===== src/rtl/rf_op_sequencer.sv =====
// rtl/rf_op_sequencer.sv - multi-cycle read/execute/write-back sequencer for a 2R1W register file
module rf_op_sequencer #(
  parameter int DATA_W = 32,
  parameter int ADDR_W = 5
) (
  input  logic              clk,
  input  logic              rst,
  input  logic              req_valid,
  output logic              req_ready,
  input  logic [2:0]        req_op,
  input  logic [ADDR_W-1:0] req_src1,
  input  logic [ADDR_W-1:0] req_src2,
  input  logic [ADDR_W-1:0] req_dst,
  input  logic              req_we,
  output logic [ADDR_W-1:0] rs,
  output logic [ADDR_W-1:0] rt,
  input  logic [DATA_W-1:0] crs,
  input  logic [DATA_W-1:0] crt,
  output logic [ADDR_W-1:0] rw,
  output logic [DATA_W-1:0] dw,
  output logic              rwe,
  output logic              done,
  output logic [DATA_W-1:0] result
);

  localparam int SHW = $clog2(DATA_W);

  typedef enum logic [1:0] {
    IDLE  = 2'd0,
    READ  = 2'd1,
    EXEC  = 2'd2,
    WRITE = 2'd3
  } state_t;

  localparam logic [2:0] OP_ADD  = 3'd0;
  localparam logic [2:0] OP_SUB  = 3'd1;
  localparam logic [2:0] OP_AND  = 3'd2;
  localparam logic [2:0] OP_OR   = 3'd3;
  localparam logic [2:0] OP_XOR  = 3'd4;
  localparam logic [2:0] OP_SLT  = 3'd5;
  localparam logic [2:0] OP_SLL  = 3'd6;

  state_t              state_q, state_d;
  logic [2:0]          op_q;
  logic [ADDR_W-1:0]   rs_q, rt_q, rw_q, dst_q;
  logic                we_q;
  logic [DATA_W-1:0]   a_q, b_q;
  logic [DATA_W-1:0]   alu_q, alu_d;
  logic [DATA_W-1:0]   result_q;
  logic                done_q;

  // Next state and the combinational handshake/write-enable outputs.
  always_comb begin
    state_d   = state_q;
    req_ready = 1'b0;
    rwe       = 1'b0;
    case (state_q)
      IDLE: begin
        req_ready = 1'b1;
        if (req_valid) state_d = READ;
      end
      READ:  state_d = EXEC;
      EXEC:  state_d = WRITE;
      WRITE: begin
        rwe     = we_q;
        state_d = IDLE;
      end
      default: state_d = IDLE;
    endcase
  end

  always_comb begin
    alu_d = '0;
    case (op_q)
      OP_ADD: alu_d = a_q + b_q;
      OP_SUB: alu_d = a_q - b_q;
      OP_AND: alu_d = a_q & b_q;
      OP_OR:  alu_d = a_q | b_q;
      OP_XOR: alu_d = a_q ^ b_q;
      OP_SLT: alu_d = {{(DATA_W-1){1'b0}}, ($signed(a_q) < $signed(b_q))};
      OP_SLL: alu_d = a_q << b_q[SHW-1:0];
      default: alu_d = a_q;
    endcase
  end

  always_ff @(posedge clk) begin
    if (rst) begin
      state_q  <= IDLE;
      op_q     <= '0;
      rs_q     <= '0;
      rt_q     <= '0;
      rw_q     <= '0;
      dst_q    <= '0;
      we_q     <= 1'b0;
      a_q      <= '0;
      b_q      <= '0;
      alu_q    <= '0;
      result_q <= '0;
      done_q   <= 1'b0;
    end else begin
      state_q <= state_d;
      done_q  <= 1'b0;
      case (state_q)
        IDLE: if (req_valid) begin
          op_q  <= req_op;
          rs_q  <= req_src1;
          rt_q  <= req_src2;
          dst_q <= req_dst;
          we_q  <= req_we;
        end
        READ: begin
          a_q <= crs;
          b_q <= crt;
        end
        EXEC: begin
          alu_q <= alu_d;
          rw_q  <= dst_q;
        end
        WRITE: begin
          result_q <= alu_q;
          done_q   <= 1'b1;
        end
        default: ;
      endcase
    end
  end

  // Address registers only change on accept/exec, so they hold steady through IDLE.
  assign rs     = rs_q;
  assign rt     = rt_q;
  assign rw     = rw_q;
  assign dw     = alu_q;
  assign done   = done_q;
  assign result = result_q;

endmodule


===== config.mk =====
export PLATFORM = sky130hd
export DESIGN_NAME = rf_op_sequencer
export DESIGN_NICKNAME = d
export VERILOG_FILES = /design/src/rtl/rf_op_sequencer.sv
export SDC_FILE = /design/constraint.sdc
export NUM_CORES = 1
export LEC_CHECK = 0
export ABC_CLOCK_PERIOD_IN_PS = 9500
export CORE_MARGIN = 5
export CORE_UTILIZATION = 52
export DETAILED_ROUTE_END_ITERATION = 16
export HOLD_SLACK_MARGIN = 0.06
export PLACE_DENSITY = 0.76
export SKIP_LAST_GASP = 1
export SYNTH_ARGS = -nofsm -noshare
export SYNTH_HDL_FRONTEND = slang
export SYNTH_SLANG_ARGS = --single-unit

===== constraint.sdc =====
create_clock -name clk -period 9.5 [get_ports clk]
set_input_delay 0.95 -clock clk [delete_from_list [all_inputs] [get_ports clk]]
set_output_delay 0.95 -clock clk [all_outputs]
set_load 0.05 [all_outputs]

### Word-level counts from Yosys, hierarchy flattened

Cells that the tools add are included.

* bits in registers: 155
* input port bits: 86
* output and inout port bits: 82
* logic and storage cells: 38

* add/subtract/negate cells: 2
* magnitude comparators: 1
* eq/ne operators: 10
* shifts and indexed selects: 1
* multiplexer cells: 6
* bitwise gates (word level): 3
* reduce and logical (&&, ||, !) cells: 3

Operators with widths (number)
* $pmux 32 s7: 1
* $add 32x32->32: 1
* $and 32x32->32: 1
* $lt 32x32->1: 1
* $or 32x32->32: 1
* $shl 32x5->32: 1
* $sub 32x32->32: 1
* $xor 32x32->32: 1
* $eq 3x3->1 const B: 3
* $pmux 2 s4: 1
* $eq 3x2->1 const B: 2
* $eq 2x2->1 const B: 2
* $eq 3x1->1 const B: 1
* $logic_not 3->1: 1
* $mux 1: 3
* $eq 2x1->1 const B: 1
* $logic_not 2->1: 1
* $mux 2: 1
* $ne 2x2->1 const B: 1
* $reduce_and 2->1: 1

### Longest topological paths before layout

* depth after elaboration: 2
* depth in mapped cells: 15
* mapped depth without buffers: 12

### Worst setup path before layout

No wires, ideal clock.

* path type: register -> register
* from: register b_q[2]
* to: register alu_q[27], in the netlist dw[27]
* library setup time: 0.122 ns
* arrival: 3.096 ns
* required time: 9.378 ns
* slack: 6.282 ns
* cell stages (with the launch flop): 16
* buffers on the path: 4
* clock period less this slack: 3.218 ns
* path through: dfxtp_1 buf_2 buf_2 inv_1 buf_2 ha_1 buf_4 a21oi_1 a21oi_1 o21ai_0 o211a_1 nor4_1 nor3_1 or4_1 nand3_1 a221o_1

* longest elaborated chain between the ends: 2
* elaborated cells between the ends (all ways): 4
* classes of those cells: add/sub: 2; shift: 1; mux: 1

RTL lines
* start, declared: RTL line 47 `logic [DATA_W-1:0] a_q, b_q;`
* start signal, assigned: RTL line 113 `b_q <= crt;`
* $sub 32x32->32 (tied with other cells): RTL line 76 `OP_SUB: alu_d = a_q - b_q;`
* $pmux 32 s7 (*): RTL line 74 `case (op_q)`
* end signal, assigned: RTL line 116 `alu_q <= alu_d;`
* end, declared: RTL line 48 `logic [DATA_W-1:0] alu_q, alu_d;`

Every way passes the cells marked *; elsewhere a longest branch is shown, timed or not.
A chain may end at the register's enable or synchronous reset.

### Final worst setup path

Same ends and word-level chain as after synthesis.

==> key figures <==
Pwr
  – Pwr/cell area: approximately 290 nW/um^2
  – Static Leak: around 5.6 nW
  – Peak VDD IR: 0.164 mV

Synth
  – Most frequent cell after synthesis: nor2_1
  – Number of flops mapped to enable cells by yosys: 0
  – Synth warnings: 0
  – #FFs+latches synth: 155
  – Syn nets: 1844
  – Yosys top cell area share: 24.1%
  – Synth Instances: 1647
  – Library cells used by synthesis: 86
  – Area of the mapped netlist: approximately 13000 um^2
  – Top_reg_cell synth: dfxtp_1
  – Synth top area cells: dfxtp_1, ha_1, mux2i_1
  – Sequential fraction of the synthesis area: 24.1%
  – Post-synth top cells: nor2_1, nand2_1, dfxtp_1
  – Ys async rst share: 0%
  – Post-synth top area cell: dfxtp_1
  – Avg Inst Size Synth: 7.80 um^2

Layout
  – Layout cells sized above 1: 6.95%
  – # nets final: 1939
  – Antenna cells: 0
  – Area Growth Syn to Fin: 18.6%
  – Final instance area: 15200 um^2
  – Non-Filler Instances: 2079

Drt
  – Detailed Route Iter0 Violations: roughly 1.6k
  – DRC viols: 0
  – Routed wire length: slightly below 50 mm
  – Routed length per instance: 23.6 um
  – Pre-Repair DR Iteration Count: 6
  – Antenna viol nets, final: 0
  – Via Count: 13.4k
  – Vias per cell: 6.43

GRT
  – Total GRT Usage: 33.8%
  – Antenna violations before repair: 0
  – First-pass GRT wire length: ~76 mm
  – Vias in the first global route: 12.8k
  – Largest net degree at the start of global routing: 79
  – Grt ovf: 0

Clocking
  – Post-CTS sizing: 0
  – CTS max path bufs: 2
  – Clock root buffer: clkbuf_16
  – Cts hold-fix bufs: 0
  – Sinks on Clock Net: 155
  – CTS Buf Count: 17
  – Post-CTS Setup Bufs: 0
  – CTS tree: built
  – Clk_lat worst skew: approximately 450 ps
  – Clk slew on worst S/H paths: 80 ps
  – # H-tree levels: 4

Floorplan
  – Core area: 24300 um^2
  – DIE WIDTH: around 170 um
  – Count of boundary I/O pins: 168
  – Die ar.: about 28000 um^2
  – Initial Utilization: 52.8%
  – Cell row count: 57
  – Die Ht: 167 um

Worst setup path
  – Crit-path max cell delay: 720 ps
  – Worst Setup End Kind: flop
  – Critical Path RT: 9840 ps
  – Worst Setup Start Kind: flop
  – RR Startpoint: b_q[2]
  – Crit-path leading delay family: compound AO/OA/AOI/OAI gates
  – Crit Reg-Reg Endpoint: dw[27]
  – Reg-to-reg slack, setup: 5210 ps
  – Worst r2r path cells: 12
  – Worst Path Buf+Inv: 2
  – Crit path depth: 12
  – CP max-delay cell: o21ai_0
  – Most common cell on crit path: a21oi_1
  – Worst Path Arrival: 4630 ps
  – Cell Chain, Critical Path: buf_4, inv_1, ha_1, a21oi_1, a21oi_1, o21ai_0, o211a_1, nor4_1, nor3_1, or4_1, nand3_1, a221o_1
  – Worst Path Class, Setup: flop to flop
  – Worst-path fanout max: 39

STA
  – Final Cycle Share: 45.2%
  – Slew Limit Fails: 0
  – Least-Margin Pin Slew: 947 ps
  – Final TNS setup: 0 ps
  – Final hold vios: 0
  – Minimum clock period: roughly 4300 ps
  – Clock Skew: 14.0 ps
  – RSZ-0062 raised after global routing: false
  – Finish-stage setup viols: 0
  – Fmax achieved: roughly 0.23 GHz
  – Slew Limit Headroom: a little over a third

Worst hold path
  – Worst Hold Class: flop to flop
  – Hold path depth: 2
  – Hold Crit Start: rs[1]
  – Worst Hold End: rs[1]

Outcome
  – Run status: finished clean

Placement
  – Port bufs: about 170
  – Placed cell area: 14600 um^2
  – GPL Wtd Cong: 0.994
  – Post-DP HPWL: approximately 35 mm
  – Placed instance count: 2047

Run
  – Max-Cap Viols: 0
worst max path at each step:
stage	from	end	slack, ps
floorplan	b_q[2]	dw[27]	6280
global placement	b_q[2]	dw[27]	5450
detailed placement	b_q[2]	dw[27]	5350
CTS	b_q[2]	dw[27]	5340
global route	b_q[2]	dw[27]	5020
finish	b_q[2]	dw[27]	5210
worst min-delay path: stages (launching register included):
cell     delay, ps
dfxtp_1        310
nand2_1         50
a21oi_1         50
layout make-up:
cell class,count,area (um^2)
Timing Repair Buffer,195,1880
Tap cell,324,405
Multi-Input combinational cell,1276,8870
Sequential cell,155,3100
Inverter,97,364
Fill cell,2154,9070
Clock buffer,17,425
Clock inverter,15,200
routing by layer:
layer,track usage (%),share of wire (%),vias up
met5,0,0,-
met4,12.5,3.8,0
met3,6.48,9.8,157
met2,54.7,45,816
met1,44.9,42,6297
li1,-,-,6105
through the flow:
| step | utilization (%) | hold WS (ps) | setup WS, ps | power [mW] |
|---|---|---|---|---|
| floorplan | - | 432 | 6280 | 2.80 |
| global placement | 60.1 | 440 | 5450 | 3.54 |
| detailed placement | 60.1 | 446 | 5350 | 3.55 |
| CTS | 62.7 | 458 | 5340 | 4.28 |
| global route | 62.7 | 481 | 5020 | 4.59 |
| finish | 62.7 | 455 | 5210 | 4.35 |
placed cells by master (no fill, tap or decap), types with 21 or more instances in the layout:
cell type | Yosys | layout
nor2_1 | 206 | 204
nand2_1 | 174 | 174
clkdlybuf4s50_1 | 0 | 166
dfxtp_1 | 155 | 154
a21oi_1 | 149 | 149
mux2i_1 | 136 | 136
ha_1 | 109 | 107
o21ai_0 | 95 | 95
inv_1 | 92 | 92
nor3_1 | 32 | 30
buf_4 | 7 | 29
o211ai_1 | 25 | 25
nand3_1 | 21 | 21
kinds of logic (layout without fill, tap and decap cells):
group                      Yosys count  count (layout)  share of synthesized area [%]
and+or+nand+nor                    509             509                           17.0
AOI/OAI and AO/OA                  480             480                           25.3
buffers and inverters              216             324                           7.15
muxes                              165             165                           14.8
DFF                                155             155                           24.1
adders and majority gates          111             111                           10.9
xor gates and xnor gates            11              11                          0.750
state kept, by name, summed over array words and instances, names as in the netlist:
signal	cells
done	1
rs	5
b_q	32
rw	5
rt	5
state_q	2
dw	32
we_q	1
op_q	3
a_q	32
result	32
dst_q	5
power breakdown:
| group | leakage (nW) | total, mW | internal (mW) | switching (mW) |
|---|---|---|---|---|
| Clock | 0.295 | 0.731 | 0.359 | 0.372 |
| Sequential | 1.26 | 0.941 | 0.764 | 0.177 |
| Combinational | 4.07 | 2.68 | 0.963 | 1.72 |
Note: power is estimated with default switching activity, not from simulation.
